===== config.mk =====
export PLATFORM = sky130hd
export DESIGN_NAME = state_dump_flat
export DESIGN_NICKNAME = d
export VERILOG_FILES = /design/src/rtl/state_dump_pkg.sv /design/src/rtl/state_dump_if.sv /design/src/rtl/dump_word_gather.sv /design/src/rtl/state_dump.sv /design/src/flat_wrapper.sv
export SDC_FILE = /design/constraint.sdc
export NUM_CORES = 1
export LEC_CHECK = 0
export BUFFER_PORTS_ARGS = -buffer_cell sky130_fd_sc_hd__buf_2
export CAP_MARGIN = 20
export CORE_MARGIN = 1.5
export CORE_UTILIZATION = 50
export CTS_CLUSTER_SIZE = 16
export DETAILED_ROUTE_END_ITERATION = 8
export PLACE_DENSITY = 0.8
export REMOVE_ABC_BUFFERS = 1
export SKIP_CTS_REPAIR_TIMING = 1
export SLEW_MARGIN = 20
export SYNTH_ARGS = -nofsm -noshare
export SYNTH_HDL_FRONTEND = slang
export SYNTH_SLANG_ARGS = --single-unit

===== constraint.sdc =====
create_clock -name clk -period 2.9 [get_ports clk]
set_clock_uncertainty 0.1 [all_clocks]
set_input_delay 0.145 -clock clk [delete_from_list [all_inputs] [get_ports clk]]
set_output_delay 0.145 -clock clk [all_outputs]
set_load 0.01 [all_outputs]

===== src/rtl/state_dump_pkg.sv =====
// Shared types and constants for the state_dump block.
// Optional checksum beat is controlled by the DUMP_CHECKSUM_EN macro.
package state_dump_pkg;

  localparam int REG_COUNT = 32;

  localparam logic [1:0] TAG_REG  = 2'd0;
  localparam logic [1:0] TAG_MEM  = 2'd1;
  localparam logic [1:0] TAG_CSUM = 2'd2;

  typedef enum logic [2:0] {
    IDLE   = 3'd0,
    REG_RD = 3'd1,
    MEM_RD = 3'd2,
    EMIT   = 3'd3,
`ifdef DUMP_CHECKSUM_EN
    CSUM   = 3'd4,
`endif
    FIN    = 3'd5
  } state_t;

  // Byte address of lane `lane` within 32-bit memory word `word`.
  function automatic logic [31:0] mem_byte_addr(input logic [7:0] word, input logic [1:0] lane);
    return {22'd0, word, lane};
  endfunction

endpackage


===== src/rtl/state_dump_if.sv =====
// Output beat channel of the state dumper.
interface state_dump_if;
  import state_dump_pkg::*;

  // A beat transfers on a rising clk edge where out_valid and out_ready are both 1.
  // While out_valid is 1 and out_ready is 0 the source holds out_data/out_tag/out_index stable.
  logic        out_valid;
  logic        out_ready;
  logic [31:0] out_data;
  logic [1:0]  out_tag;
  logic [7:0]  out_index;

  modport master (output out_valid, out_data, out_tag, out_index, input out_ready);
  modport slave  (input out_valid, out_data, out_tag, out_index, output out_ready);

endinterface


===== src/rtl/dump_word_gather.sv =====
// Assembles four successive little-endian memory bytes into one 32-bit word.
module dump_word_gather (
  input  logic        clk,
  input  logic        rst,
  input  logic        en,
  input  logic [7:0]  byte_in,
  output logic [1:0]  byte_idx,
  output logic        word_ready,
  output logic [31:0] word
);

  // Earlier bytes shift down so byte 0 ends up in the lowest lane.
  logic [23:0] lanes;

  always_ff @(posedge clk or posedge rst) begin
    if (rst) begin
      byte_idx <= 2'd0;
      lanes    <= 24'd0;
    end else if (en) begin
      byte_idx <= byte_idx + 2'd1;
      lanes    <= {byte_in, lanes[23:8]};
    end
  end

  assign word_ready = en && (byte_idx == 2'd3);
  assign word       = {byte_in, lanes};

endmodule


===== src/rtl/state_dump.sv =====
// Dumps the 32 registers then DM_WORDS memory words as tagged beats.
// Define DUMP_CHECKSUM_EN to append an XOR checksum beat (tag 2).
module state_dump
  import state_dump_pkg::*;
#(
  parameter int DM_WORDS = 64
) (
  input  logic         clk,
  input  logic         rst,
  input  logic         start,
  output logic         busy,
  output logic         done,
  output logic [4:0]   rf_raddr,
  input  logic [31:0]  rf_rdata,
  output logic [31:0]  dm_raddr,
  input  logic [7:0]   dm_rdata,
  state_dump_if.master beat,
  output state_t       dbg_state
);

  localparam logic [7:0] LAST_REG  = 8'(REG_COUNT - 1);
  localparam logic [7:0] LAST_WORD = 8'(DM_WORDS - 1);

  state_t      state, state_n;
  logic [7:0]  index, index_n;
  logic        hs;
  logic [1:0]  byte_idx;
  logic        word_ready;
  logic [31:0] word;

  dump_word_gather u_gather (
    .clk        (clk),
    .rst        (rst),
    .en         (state == MEM_RD),
    .byte_in    (dm_rdata),
    .byte_idx   (byte_idx),
    .word_ready (word_ready),
    .word       (word)
  );

`ifdef DUMP_CHECKSUM_EN
  logic [31:0] csum_acc;
  assign beat.out_valid = (state == EMIT) || (state == CSUM);
`else
  assign beat.out_valid = (state == EMIT);
`endif

  assign hs        = beat.out_valid && beat.out_ready;
  assign busy      = (state != IDLE);
  assign done      = (state == FIN);
  assign rf_raddr  = (state == REG_RD) ? index[4:0] : 5'd0;
  assign dm_raddr  = (state == MEM_RD) ? mem_byte_addr(index, byte_idx) : 32'd0;
  assign dbg_state = state;

  always_ff @(posedge clk or posedge rst) begin
    if (rst) state <= IDLE;
    else     state <= state_n;
  end

  always_comb begin
    state_n = state;
    index_n = index;
    case (state)
      IDLE: if (start) begin
        state_n = REG_RD;
        index_n = 8'd0;
      end
      REG_RD: state_n = EMIT;
      MEM_RD: if (word_ready) state_n = EMIT;
      EMIT: if (hs) begin
        if (beat.out_tag == TAG_REG) begin
          state_n = (index == LAST_REG) ? MEM_RD : REG_RD;
          index_n = (index == LAST_REG) ? 8'd0 : index + 8'd1;
        end else if (index == LAST_WORD) begin
`ifdef DUMP_CHECKSUM_EN
          state_n = CSUM;
`else
          state_n = FIN;
`endif
          index_n = 8'd0;
        end else begin
          state_n = MEM_RD;
          index_n = index + 8'd1;
        end
      end
`ifdef DUMP_CHECKSUM_EN
      CSUM: if (hs) state_n = FIN;
`endif
      FIN: begin
        state_n = IDLE;
        index_n = 8'd0;
      end
      default: begin
        state_n = IDLE;
        index_n = 8'd0;
      end
    endcase
  end

  // Beat registers load on entry to EMIT/CSUM and are otherwise held.
  always_ff @(posedge clk or posedge rst) begin
    if (rst) begin
      index          <= 8'd0;
      beat.out_data  <= 32'd0;
      beat.out_tag   <= 2'd0;
      beat.out_index <= 8'd0;
    end else begin
      index <= index_n;
      case (state)
        REG_RD: begin
          beat.out_data  <= rf_rdata;
          beat.out_tag   <= TAG_REG;
          beat.out_index <= index;
        end
        MEM_RD: if (word_ready) begin
          beat.out_data  <= word;
          beat.out_tag   <= TAG_MEM;
          beat.out_index <= index;
        end
`ifdef DUMP_CHECKSUM_EN
        EMIT: if (state_n == CSUM) begin
          // Fold in the final memory beat, which handshakes on this same edge.
          beat.out_data  <= csum_acc ^ beat.out_data;
          beat.out_tag   <= TAG_CSUM;
          beat.out_index <= 8'd0;
        end
`endif
        default: ;
      endcase
    end
  end

`ifdef DUMP_CHECKSUM_EN
  always_ff @(posedge clk or posedge rst) begin
    if (rst)                        csum_acc <= 32'd0;
    else if (state == IDLE)         csum_acc <= 32'd0;
    else if ((state == EMIT) && hs) csum_acc <= csum_acc ^ beat.out_data;
  end
`else
`endif

endmodule


===== src/flat_wrapper.sv =====
// flat-port wrapper written by rule: the top's interface ports become plain ports
module state_dump_flat import state_dump_pkg::*;
#(
  parameter int DM_WORDS = 64
)
  (clk, rst, start, busy, done, rf_raddr, rf_rdata, dm_raddr, dm_rdata, dbg_state, beat_out_valid, beat_out_data, beat_out_tag, beat_out_index, beat_out_ready);
  state_dump_if beat_i ();
  input  logic clk;
  input  logic rst;
  input  logic start;
  output logic busy;
  output logic done;
  output logic [4:0] rf_raddr;
  input  logic [31:0] rf_rdata;
  output logic [31:0] dm_raddr;
  input  logic [7:0] dm_rdata;
  output state_t dbg_state;
  output wire logic [$bits(beat_i.out_valid)-1:0] beat_out_valid;
  output wire logic [$bits(beat_i.out_data)-1:0] beat_out_data;
  output wire logic [$bits(beat_i.out_tag)-1:0] beat_out_tag;
  output wire logic [$bits(beat_i.out_index)-1:0] beat_out_index;
  input wire logic [$bits(beat_i.out_ready)-1:0] beat_out_ready;
  assign beat_out_valid = beat_i.out_valid;
  assign beat_out_data = beat_i.out_data;
  assign beat_out_tag = beat_i.out_tag;
  assign beat_out_index = beat_i.out_index;
  assign beat_i.out_ready = beat_out_ready;
  state_dump #(.DM_WORDS(DM_WORDS)) u_core (.clk(clk), .rst(rst), .start(start), .busy(busy), .done(done), .rf_raddr(rf_raddr), .rf_rdata(rf_rdata), .dm_raddr(dm_raddr), .dm_rdata(dm_rdata), .beat(beat_i), .dbg_state(dbg_state));
endmodule

==> impl_metrics.tcl <==
set metrics [dict create \
    result_of_the_run "finished with violations" \
    violations "hold timing" \
    postRouteAntennaNets 0 \
    die_height_microns 90.2 \
    vdd_drop_max_uv 424 \
    synth.ff_latch_count 78 \
    crit_path_start "u_core.dbg_state[1]" \
    worstPathMaxFanout 44 \
    clock_tree.buffer_depth 2 \
    hp-class "primary input to register" \
    cts_sinks 78 \
    critical_path_class "register to output port" \
    rsz0062_at_grt "false" \
    clk_pin_slew_ps 80 \
    min_period_ps 2360 \
    number_of_drc_markers_in_iteration_0 116 \
    yosys.cell_types.count 46 \
    grt_max_degree 46 \
    min_path_cells 3 \
    finalSetupViolCount 0 \
    cp.buffers_inverters 2 \
    critical-path-max-stage-delay_ps 570 \
    timing.max_slew.rel_slack_pct 52.2 \
    maxClockFrequency_ghz 0.423 \
    die_w_microns 90.2 \
    route.final.wire_length_mm 7.55 \
    ctsRootBufferMaster "sky130_fd_sc_hd__clkbuf_8" \
    grt_pass1_vias 2757 \
    finalSetupTns_ps 0 \
    avgRoutedWirePerCell_microns 13.7 \
    min_period_over_period_pct 81.5 \
    timing.critical_path.required_ps 2650 \
    synth_warn 0 \
    antennaDiodeCount 0 \
    place_area_sq_um 4270 \
    rr_endpoint "u_core.u_gather.lanes[6]" \
    rows 31 \
    crit_chain "nor3b_4, buf_4, and2_1, buf_2" \
    arrival_ps 2120 \
    cp_num_cells 4 \
    groute.usage.overall_pct 19.2 \
    antenna_found_initial 0 \
    netlist_area_sq_um 3800 \
    grt.overflow.total 0 \
    timing.critical_path.to_type "output port" \
    area.growth.synth_to_final_pct 20.1 \
    ff2ff_setup_slack_ps 830 \
    via_count 2794 \
    cp_slowest_cell "sky130_fd_sc_hd__dfrtp_1" \
    finalNetCount 494 \
    effective_utilization_at_floorplan_pct 52.1 \
    htree_levels 3 \
    post_route_cell_area_sq_um 4560 \
    syn_avg_cell_area_sq_um 11.3 \
    drv_cap 0 \
    cts_made_buffers 9 \
    rr_startpoint "u_core.dbg_state[1]" \
    power.density_cell_area_nw_per_um2 867 \
    dp_cells 523 \
    timing.hold.ws_ps -15.3 \
    fraction_of_final_layout_cells_sized_beyond_drive_strength_1_pct 36.5 \
    place_congestion 0.787 \
    drc 0 \
    timing.critical_path.max_delay_family "buffers and inverters" \
    hold_end "u_core.beat.out_data[4]" \
    post-dp-hpwl_mm 5.25 \
    die-area_sq_um 8130 \
    hold_path_startpoint "rf_rdata[4]" \
    core_region_area_sq_um 7290 \
    post_synth_inst_count 335 \
    crit_path_start_kind "register" \
    tritoncts "built" \
    pin_count 129 \
    timing_max_transition_violations_final 0 \
    post_layout_nonfiller_instances 551 \
    io_buffer_count 105 \
    worstSkewPairLatency_ps 330 \
    grt_first_pass_wirelength_mm 12.7 \
    reg2reg_depth 3 \
    cellLeakagePower_nw 2.23 \
    seq_area_frac_synth_pct 51.4 \
    tightest_slew_ps 699 \
    post_dr_vias_cell 5.07 \
    finalHoldViolCount 9 \
    drt_pass1_iterations 4 \
]
==> kinds of logic after synthesis <==
logic type                 share of synthesized area [%]
AOI/OAI and AO/OA                                   8.89
adders and majority gates                          0.658
muxes                                               18.3
and+or+nand+nor                                     11.3
xor gates and xnor gates                           0.461
DFF                                                 51.4
other                                             0.0987
buffers and inverters                               8.89
==> report_power, final <==
| part | total (W) | switching [W] | internal (W) |
|---|---|---|---|
| sequential | 0.00186 | 0.000324 | 0.00154 |
| clock | 0.000689 | 0.000385 | 0.000304 |
| combinational | 0.00140 | 0.000734 | 0.000669 |
==> sequential cells by signal (all words and copies together) (netlist names) <==
signal                    flops
u_core.index                  8
u_core.beat.out_tag           1
u_core.u_gather.byte_idx      2
u_core.beat.out_index         8
u_core.beat.out_data         32
u_core.dbg_state              3
u_core.u_gather.lanes        24
==> worst register-to-register path: stages, from the launching register on <==
cell	delay (ps)
sky130_fd_sc_hd__dfrtp_1	570
sky130_fd_sc_hd__nor3b_4	330
sky130_fd_sc_hd__buf_4	540
sky130_fd_sc_hd__mux2_2	410
==> cell usage after synthesis, drive strengths merged <==
cell type | n | area (sq um)
a2111oi | 1 | 8.76
a211o | 1 | 8.76
a211oi | 2 | 20.0
a21oi | 4 | 31.3
a22o | 1 | 8.76
a311oi | 1 | 8.76
a31oi | 2 | 12.5
and2 | 16 | 100
and3 | 2 | 12.5
and4 | 1 | 8.76
buf | 39 | 290
clkbuf | 5 | 25.0
conb | 1 | 3.75
dfrtp | 78 | 1950
ha | 2 | 25.0
inv | 6 | 22.5
mux2 | 32 | 375
mux2i | 32 | 320
nand2 | 39 | 146
nand3 | 8 | 40.0
nand3b | 1 | 20.0
nand4 | 1 | 6.26
nor2 | 4 | 15.0
nor2b | 1 | 6.26
nor3 | 1 | 5.00
nor3b | 4 | 40.0
nor4 | 1 | 6.26
o21ai | 40 | 200
o22ai | 1 | 6.26
o311ai | 1 | 16.3
o31a | 1 | 8.76
o31ai | 1 | 7.51
or3 | 1 | 6.26
or4 | 1 | 7.51
or4b | 1 | 10.0
xnor2 | 1 | 8.76
xor2 | 1 | 8.76
==> area by class of cell <==
type                            instances  area [sq um]
Fill cell                             611          2730
Sequential cell                        78          1950
Multi-Input combinational cell        229          1600
Timing Repair Buffer                  124           701
Clock buffer                            9           124
Tap cell                               99           124
Clock inverter                          6          40.0
Inverter                                6          23.8
==> layer usage <==
layer  up-vias  part of all wire [%]  track usage [%]
met3         4                   5.9             5.58
met4         0                  0.56             5.29
met2       101                    47             31.8
li1       1344                     -                -
met5         -                     0                0
met1      1345                    46             24.6
==> per-stage QoR <==
stage               setup WS [ps]  total power, W  utilization (%)
global placement              907         0.00322             58.5
CTS                           517         0.00399             60.8
detailed placement            835         0.00329             58.5
global route                  385         0.00425             62.6
finish                        537         0.00396             62.6
floorplan                   -2620         0.00273                -
==> worst max path at each step <==
stage / endpoint
final: dm_raddr[2]
after global routing: dm_raddr[6]
after CTS: dm_raddr[1]
after detailed placement: u_core.u_gather.lanes[6]
after global placement: u_core.u_gather.lanes[11]
after floorplan: u_core.beat.out_index[0]
==> layout by cell type (no fill, tap or decap), types with 2 or more instances in the layout <==
master	synthesis	routed
sky130_fd_sc_hd__mux2_4	4	4
sky130_fd_sc_hd__a21oi_1	3	3
sky130_fd_sc_hd__and2_1	16	16
sky130_fd_sc_hd__inv_1	6	5
sky130_fd_sc_hd__clkinv_4	0	2
sky130_fd_sc_hd__nand2_1	39	39
sky130_fd_sc_hd__buf_4	28	6
sky130_fd_sc_hd__nor3b_1	2	2
sky130_fd_sc_hd__o21ai_1	7	7
sky130_fd_sc_hd__dlygate4sd3_1	0	13
sky130_fd_sc_hd__nor2_1	4	4
sky130_fd_sc_hd__buf_2	7	105
sky130_fd_sc_hd__conb_1	1	23
sky130_fd_sc_hd__nand3_1	8	8
sky130_fd_sc_hd__o21ai_0	33	33
sky130_fd_sc_hd__and3_1	2	2
sky130_fd_sc_hd__mux2i_1	32	32
sky130_fd_sc_hd__clkbuf_8	0	9
sky130_fd_sc_hd__ha_1	2	2
sky130_fd_sc_hd__dfrtp_1	78	78
sky130_fd_sc_hd__a31oi_1	2	2
sky130_fd_sc_hd__clkinv_2	0	4
sky130_fd_sc_hd__mux2_2	28	28
No activity file was read; power rests on OpenSTA's default activity.
